<file path="src/rtl/proc_mem_pkg.sv">
// Shared defaults and types for the processor memory responder and its write log.
package proc_mem_pkg;

  localparam int DATA_W_DEF     = 16;
  localparam int ADDR_W_DEF     = 16;
  localparam int MAX_RD_LATENCY = 4;

  typedef struct packed {
    logic [ADDR_W_DEF-1:0] addr;
    logic [DATA_W_DEF-1:0] data;
  } log_entry_t;

endpackage

</file>
<file path="src/rtl/proc_mem_log_fifo.sv">
// Synchronous first-word-fall-through FIFO with occupancy count and sticky overflow.
module proc_mem_log_fifo #(
  parameter int  W     = 32,
  parameter int  DEPTH = 8,
  localparam int PTR_W = $clog2(DEPTH),
  localparam int CNT_W = $clog2(DEPTH + 1)
) (
  input  logic             clk,
  input  logic             rst_n,
  input  logic             push,
  input  logic [W-1:0]     push_data,
  input  logic             pop_ready,
  output logic             valid,
  output logic [W-1:0]     head_data,
  output logic [CNT_W-1:0] count,
  output logic             overflow
);

  logic [W-1:0]     store_q [DEPTH];
  logic [PTR_W-1:0] wr_ptr_q, wr_ptr_d, rd_ptr_q, rd_ptr_d;
  logic [CNT_W-1:0] count_q, count_d;
  logic             overflow_q, overflow_d;
  logic             full, pop, push_ok;

  // NOTE: every signal written here gets a default first, so no path leaves one unassigned (no latch).
  always_comb begin
    full       = (count_q == CNT_W'(DEPTH));
    pop        = (count_q != '0) && pop_ready;
    push_ok    = push && (!full || pop);
    wr_ptr_d   = wr_ptr_q;
    rd_ptr_d   = rd_ptr_q;
    count_d    = count_q;
    overflow_d = overflow_q;
    if (push_ok) wr_ptr_d = wr_ptr_q + PTR_W'(1);
    if (pop)     rd_ptr_d = rd_ptr_q + PTR_W'(1);
    if (push_ok && !pop)      count_d = count_q + CNT_W'(1);
    else if (pop && !push_ok) count_d = count_q - CNT_W'(1);
    if (push && !push_ok) overflow_d = 1'b1;
  end

  // NOTE: state flops use non-blocking assignments so all of them update together at the edge.
  always_ff @(posedge clk or negedge rst_n) begin
    if (!rst_n) begin
      wr_ptr_q   <= '0;
      rd_ptr_q   <= '0;
      count_q    <= '0;
      overflow_q <= 1'b0;
    end else begin
      wr_ptr_q   <= wr_ptr_d;
      rd_ptr_q   <= rd_ptr_d;
      count_q    <= count_d;
      overflow_q <= overflow_d;
    end
  end

  // NOTE: storage has no reset; pointers and count alone decide which entries are meaningful.
  always_ff @(posedge clk) begin
    if (push_ok) store_q[wr_ptr_q] <= push_data;
  end

  assign valid     = (count_q != '0);
  assign head_data = store_q[rd_ptr_q];
  assign count     = count_q;
  assign overflow  = overflow_q;

endmodule

</file>
<file path="src/rtl/proc_mem_responder.sv">
// Active memory model for the basic processor: latency-configurable reads, preload,
// processor writes, and a write log drained by the scoreboard.
module proc_mem_responder
  import proc_mem_pkg::*;
#(
  parameter int  DATA_W     = DATA_W_DEF,
  parameter int  ADDR_W     = ADDR_W_DEF,
  parameter int  DEPTH      = 256,
  parameter int  RD_LATENCY = 1,
  parameter int  LOG_DEPTH  = 8,
  localparam int CNT_W      = $clog2(LOG_DEPTH + 1)
) (
  input  logic              i_clk,
  input  logic              i_rst,
  input  logic [ADDR_W-1:0] i_memAddr,
  input  logic [DATA_W-1:0] i_memData,
  input  logic              i_memWrEnable,
  output logic [DATA_W-1:0] o_memData,
  output logic              o_rdValid,
  input  logic              i_preloadEn,
  input  logic [ADDR_W-1:0] i_preloadAddr,
  input  logic [DATA_W-1:0] i_preloadData,
  output logic              o_logValid,
  input  logic              i_logReady,
  output logic [ADDR_W-1:0] o_logAddr,
  output logic [DATA_W-1:0] o_logData,
  output logic [CNT_W-1:0]  o_logCount,
  output logic              o_logOverflow,
  output logic              o_addrErr,
  output logic              o_wrConflict
);

  localparam int IDX_W  = $clog2(DEPTH);
  localparam int PIPE_N = (RD_LATENCY < 1) ? 1 :
                          (RD_LATENCY > MAX_RD_LATENCY) ? MAX_RD_LATENCY : RD_LATENCY;

  logic [DATA_W-1:0] mem_q [DEPTH];
  logic [IDX_W-1:0]  mem_idx, pre_idx;
  logic              wr_proc, rd_issue, addr_bad;
  logic              addr_err_q, addr_err_d, wr_conflict_q, wr_conflict_d;
  logic              rd_valid_q [PIPE_N];
  logic              rd_valid_d [PIPE_N];
  logic [DATA_W-1:0] rd_data_q  [PIPE_N];
  logic [DATA_W-1:0] rd_data_d  [PIPE_N];
  logic [ADDR_W+DATA_W-1:0] log_head;

  always_comb begin
    wr_proc  = i_memWrEnable && !i_preloadEn;
    rd_issue = !(i_memWrEnable || i_preloadEn);
    mem_idx  = i_memAddr[IDX_W-1:0];
    pre_idx  = i_preloadAddr[IDX_W-1:0];
    // The processor address is live on reads and on writes, even a write that loses to preload.
    addr_bad = ((i_memWrEnable || !i_preloadEn) && ((i_memAddr >> IDX_W) != '0)) ||
               (i_preloadEn && ((i_preloadAddr >> IDX_W) != '0));
    addr_err_d    = addr_err_q || addr_bad;
    wr_conflict_d = wr_conflict_q || (i_preloadEn && i_memWrEnable);

    // Each stage only takes new data from a valid slot, so the output holds its last read.
    rd_valid_d[0] = rd_issue;
    rd_data_d[0]  = rd_issue ? mem_q[mem_idx] : rd_data_q[0];
    for (int i = 1; i < PIPE_N; i++) begin
      rd_valid_d[i] = rd_valid_q[i-1];
      rd_data_d[i]  = rd_valid_q[i-1] ? rd_data_q[i-1] : rd_data_q[i];
    end
  end

  always_ff @(posedge i_clk or negedge i_rst) begin
    if (!i_rst) begin
      addr_err_q    <= 1'b0;
      wr_conflict_q <= 1'b0;
      for (int i = 0; i < PIPE_N; i++) begin
        rd_valid_q[i] <= 1'b0;
        rd_data_q[i]  <= '0;
      end
    end else begin
      addr_err_q    <= addr_err_d;
      wr_conflict_q <= wr_conflict_d;
      for (int i = 0; i < PIPE_N; i++) begin
        rd_valid_q[i] <= rd_valid_d[i];
        rd_data_q[i]  <= rd_data_d[i];
      end
    end
  end

  always_ff @(posedge i_clk) begin
    if (i_preloadEn)        mem_q[pre_idx] <= i_preloadData;
    else if (i_memWrEnable) mem_q[mem_idx] <= i_memData;
  end

  generate
    if (RD_LATENCY == 0) begin : g_comb_read
      assign o_memData = i_rst ? mem_q[mem_idx] : '0;
      assign o_rdValid = i_rst && rd_issue;
    end else begin : g_pipe_read
      assign o_memData = rd_data_q[PIPE_N-1];
      assign o_rdValid = rd_valid_q[PIPE_N-1];
    end
  endgenerate

  proc_mem_log_fifo #(
    .W     (ADDR_W + DATA_W),
    .DEPTH (LOG_DEPTH)
  ) u_log_fifo (
    .clk       (i_clk),
    .rst_n     (i_rst),
    .push      (wr_proc),
    .push_data ({i_memAddr, i_memData}),
    .pop_ready (i_logReady),
    .valid     (o_logValid),
    .head_data (log_head),
    .count     (o_logCount),
    .overflow  (o_logOverflow)
  );

  assign o_logAddr    = log_head[ADDR_W+DATA_W-1:DATA_W];
  assign o_logData    = log_head[DATA_W-1:0];
  assign o_addrErr    = addr_err_q;
  assign o_wrConflict = wr_conflict_q;

endmodule

</file>
<file path="config.mk">
export PLATFORM = sky130hd
export DESIGN_NAME = proc_mem_responder
export DESIGN_NICKNAME = d
export VERILOG_FILES = /design/src/rtl/proc_mem_pkg.sv /design/src/rtl/proc_mem_log_fifo.sv /design/src/rtl/proc_mem_responder.sv
export SDC_FILE = /design/constraint.sdc
export NUM_CORES = 2
export LEC_CHECK = 0
export CAP_MARGIN = 10
export CORE_ASPECT_RATIO = 1.5
export CORE_UTILIZATION = 30
export DETAILED_ROUTE_END_ITERATION = 6
export GPL_ROUTABILITY_DRIVEN = 0
export SYNTH_ARGS = -nofsm -noshare
export SYNTH_HDL_FRONTEND = slang
export SYNTH_MEMORY_MAX_BITS = 65536
export SYNTH_SLANG_ARGS = --single-unit
</file>
<file path="constraint.sdc">
create_clock -name i_clk -period 4.3 [get_ports i_clk]
set_input_delay 0.645 -clock i_clk [delete_from_list [all_inputs] [get_ports i_clk]]
set_output_delay 0.645 -clock i_clk [all_outputs]
set_load 0.03 [all_outputs]
</file>
---- After elaboration in Yosys (flattened, before gate mapping) ----
Memories as Yosys holds them, arrays and structs flattened. A register that Yosys moved wholly into a read port is not among the register bits.
Index checks and enable logic that the tools add are counted.
operators by class
  $add $sub $neg .......................... 4
  equal/unequal tests ..................... 1
  muxes and demuxes ....................... 12
  reduce and logical (&&, ||, !) cells .... 27
operator list
  kind                   count
  $reduce_bool A16 Y1    2
  $mux W16               1
  $reduce_or A16 Y1      1
  $logic_and A1 B1 Y1    9
  $mux W1                8
  $mux W4                2
  $mux W8                1
  $logic_not A1 Y1       7
  $add A3 B1 Y3 const B  2
  $logic_or A1 B1 Y1     6
  $add A4 B1 Y4 const B  1
  $eq A4 B4 Y1 const B   1
  $reduce_bool A4 Y1     1
  $sub A4 B1 Y4 const B  1
  $reduce_bool A2 Y1     1
word-level totals
  bits in registers ....................... 14
  RAM bits ................................ 4352
  bits of input ports ..................... 69
  output and inout bits ................... 57
  logic and storage cells ................. 53
  memories ................................ 2
memories
  memory              words  bits a word  read ports  clocked after Yosys merged registers in  wr ports  line                      source
  mem_q               256    16           1           1                                        1         proc_mem_responder.sv:37  logic [DATA_W-1:0] mem_q [DEPTH];
  u_log_fifo.store_q  8      32           1           0                                        1         proc_mem_log_fifo.sv:19   logic [W-1:0] store_q [DEPTH];

---- Longest topological paths before layout ----
  word-level depth ........................ 8
  depth in mapped cells ................... 13
  mapped depth without buffers ............ 12

---- By module ----
From an unflattened synthesis, not the netlist that was laid out.
second synthesis, totals
  cells, all modules ...................... 7916
  area, all modules ....................... 170669.9 um2
by module, submodules not included
  module              instances  cells an instance  area an instance (um2)  sequential area each (um2)
  proc_mem_responder  1          7481               160273.7                123473.4
  proc_mem_log_fifo   1          435                10396.2                 7962.6

---- Worst setup path after synthesis ----
No wires, ideal clock.
  path type ............................... input to register
  start point ............................. input i_memWrEnable
  end point ............................... memory mem_q[0][10] (netlist bit) (data pin)
  library setup time ...................... 0.823 ns
  arrival time ............................ 4.654 ns
  path slack .............................. -1.176 ns
  stages on the path ...................... 5
  cells stage by stage .................... nor2b_1 -> clkbuf_1 -> clkbuf_1 -> nand2_1 -> nand2_1
on the way
  word-level cells in the longest chain between the ends .. 5
RTL lines
  what                           line                      source
  start, declared                proc_mem_responder.sv:17  input logic i_memWrEnable,
  $mux W1                        proc_mem_responder.sv:87  else if (i_memWrEnable) mem_q[mem_idx] <= i_memData;
  $mux W1                        proc_mem_responder.sv:86  if (i_preloadEn) mem_q[pre_idx] <= i_preloadData;
  $mux W1 (implied by the code)  proc_mem_responder.sv:87
  $reduce_or A16 Y1 (no line)    --
  $mux W16 (no line)             --
  end, declared                  proc_mem_responder.sv:37
No other way between the ends.

---- Worst setup path in the final report ----
  start point ............................. register u_log_fifo.rd_ptr_q[1]
  end point ............................... output o_logData[3]
on the way
  word-level cells in the longest chain between the ends .. 1
RTL lines
  what                    line                      source
  start, declared         proc_mem_log_fifo.sv:20   logic [PTR_W-1:0] wr_ptr_q, wr_ptr_d, rd_ptr_q, rd_ptr_d;
  start signal, assigned  proc_mem_log_fifo.sv:50   rd_ptr_q <= rd_ptr_d;
  $mem_v2 Z8 W32          --
  end, declared           proc_mem_responder.sv:26  output logic [DATA_W-1:0] o_logData,
No other way between the ends.

==> impl_metrics.py <==
metrics = {
    "synth": {
        "synth_top_cell_area_share_pct": 76.8,
        "synth-async-reset-ratio_pct": 0.685,
        "synth_cell_type_count": 78,
        "yosys-top-cells-count": "edfxtp_1 (4352), mux4_2 (707), mux2i_1 (655)",
        "yosysWarningCount": 0,
        "synth.yosys.seq_area_share_pct": 77.2,
        "synth.avg_cell_area_um2": 21.0,
        "synth_cells": 8086,
        "synth-seq-cells": 4382,
        "synth_flop_cell": "edfxtp_1",
        "netlist.top_cell.by_area": "edfxtp_1",
        "synthMostInstantiatedCell": "edfxtp_1",
        "synth-edff-count": 4352,
        "syn_nets": 8161,
        "synth.area.top_cells": "edfxtp_1 (77%), mux4_2 (9.4%), mux2i_1 (3.9%)",
        "netlist_area_mm2": 0.170,
    },
    "worst_setup_path": {
        "critical_path_class": "reg -> out",
        "cp_slowest_cell": "dfrtp_2",
        "reg2reg_from": "mem_q[39][5]",
        "cp-startpoint": "u_log_fifo.rd_ptr_q[1]",
        "crit_arrival_ns": 3.33,
        "cp_max_fo": 20,
        "cp-end-kind": "output port",
        "crit_chain": "buf_4, mux4_2, mux2_2, clkdlybuf4s50_1",
        "crit_required_ns": 3.65,
        "start_kind": "register",
        "max_stage_delay_ns": 0.71,
    },
    "drt": {
        "routed_via_density": 5.14,
        "drtAntennaViolNets": 0,
        "routedWlPerCell_um": 29.0,
        "drt_iter0_markers": 9211,
        "drt-total-wl_um": 486000,
        "drtPass1Iterations": 7,
        "drc": 1,
        "vias": 86200,
    },
    "layout": {
        "drive_above_1_share_pct": 24.5,
        "layout.nets": 9047,
        "utilization_pct": 35.2,
        "area_delta_synth_final_pct": 16.8,
    },
    "cts": {
        "cts_sinks": 4382,
        "cts-root-buf": "clkbuf_16",
        "clk_latency_ns": 0.98,
        "cts_tree": "done",
        "cts-buffers-inserted": 378,
        "h-tree-depth": 5,
        "cts_buffer_depth": 4,
        "cts.repair.resized": 0,
        "clk_transition_reported_paths_ns": 0.07,
    },
    "sta": {
        "max-slew-margin-rel_pct": 9.45,
        "clock_skew_ns": 0.0702,
        "hold_slack_ns": 0.0775,
        "fin_crit_sh_pct": 92.5,
        "rsz0062_at_grt": "no",
        "max_freq_mhz": 251,
        "worstMarginPinSlew_ns": 1.34,
        "setup_viol": 0,
        "drv_slew": 0,
        "setup_slack_ns": 0.322,
        "hold_viol": 0,
        "fin_crit_ns": 3.98,
    },
    "place": {
        "pre_cts_ws_ns": -0.0663,
        "dp_hpwl_um": 322000,
        "io_buffers": 125,
    },
    "die": {
        "die_height_um": 924,
        "die_x_um": 617,
        "start_util_pct": 30.1,
        "rows": 338,
        "core_mm2": 0.565,
        "io-pin-count": 126,
        "dieArea_mm2": 0.570,
    },
    "run_status": {
        "violations": "design-rule violations",
        "status": "finished, violations left",
    },
    "global_route": {
        "grt_pass1_wl_um": 678000,
        "antenna_found_initial": 24,
        "grt-ovfl-total": 0,
        "grt_pass1_vias": 87900,
        "grt_max_degree": 115,
        "track_usage_pct": 16.6,
    },
    "power_and_ir_drop": {
        "leakage_uw": 0.0624,
        "power_density_mw_per_mm2": 459,
        "ir_drop_mv": 0.366,
    },
    "worst_hold_path": {
        "hp-class": "in -> reg",
        "min_from": "i_memAddr[0]",
    },
    "flow_run": {
        "maxCapViolCount": 0,
    },
}
cell usage in the layout, fill, tap and decap left out, types with 109 or more instances in the layout:
| cell type | netlist | routed |
|---|---|---|
| edfxtp_1 | 4352 | 4352 |
| mux4_2 | 707 | 707 |
| buf_4 | 44 | 680 |
| mux2i_1 | 655 | 655 |
| clkbuf_16 | 0 | 382 |
| nor2_1 | 341 | 308 |
| nand2_1 | 315 | 299 |
| o22ai_1 | 225 | 225 |
| buf_12 | 26 | 171 |
| clkdlybuf4s50_1 | 0 | 119 |
| a21oi_1 | 115 | 115 |
| o21ai_0 | 112 | 111 |
| o221ai_1 | 109 | 109 |
flip-flops by register name, summed over array words and instances, names as in the netlist:
register / flops
o_rdValid: 1
u_log_fifo.wr_ptr_q: 3
o_addrErr: 1
u_log_fifo.rd_ptr_q: 3
u_log_fifo.count: 4
u_log_fifo.overflow: 1
o_memData: 16
mem_q: 4096
u_log_fifo.store_q: 256
o_wrConflict: 1
metal layers:
metal / part of all wire (%) / global-route usage [%] / wire, µm / up-vias
li1: - / - / - / 35600
met5: 0.0027 / 0 / 13 / -
met1: 35 / 18.7 / 172000 / 46200
met2: 52 / 29.9 / 252000 / 3570
met4: 7.0 / 10.3 / 34200 / 2
met3: 5.6 / 1.85 / 27100 / 880
what timing repair did:
action	CTS	global route
hold endpoints to repair	30	0
hold buffers	1	0
setup buffers	0	1
endpoints found under the setup margin	0	2
worst max-delay path, delay by kind of cell (launching register included):
family / cells / cell delay [ns]
buffers and inverters: 2 / 1.00
multiplexers: 2 / 0.67
flip-flops: 1 / 0.71
through the flow:
step                      cell area [µm²]  power [µW]  setup TNS [ns]  cells
after floorplan                    170000       53700        -1376.81   8086
after global placement             186000       57200           -1.14  16100
after detailed placement           186000       57400          -0.132  16100
after CTS                          199000       91800               0  16800
after global routing               199000       93500               0  16800
final                              199000       91300               0  16800
power breakdown:
| part | internal, µW | switching [µW] | leakage, µW |
|---|---|---|---|
| Sequential | 47700 | 391 | 0.0385 |
| Combinational | 3190 | 5150 | 0.0178 |
| Clock | 19300 | 15500 | 0.00602 |
area by class of cell:
class	instances	area, µm²
repair buffers	979	9840
multi-input cells	3223	35500
clock buffers	446	9850
clock inverters	238	2560
diodes	19	47.5
inverters	8	37.5
well taps	7480	9360
flip-flops and latches	4382	131000
fillers	51800	366000
cell families after synthesis:
group,synth area share (%)
buf+inv,2.10
compound gates,3.55
xor+xnor,0.0412
fa+ha+maj,0.0485
mux,14.9
simple gates,2.11
flops,77.2
worst paths after layout:
check / end / slack, ns / cells after the start
min in group asynchronous: u_log_fifo.overflow / 0.34 / 3
worst max register to register: o_memData[5] / 1.03 / 9
max in group asynchronous: o_memData[15] / 3.40 / 3
worst min register to register: o_wrConflict / 0.46 / 1
worst max-delay path: o_logData[3] / 0.32 / 4
worst min-delay path: u_log_fifo.store_q[0][16] / 0.08 / 1
No activity file was read; power rests on OpenSTA's default activity.
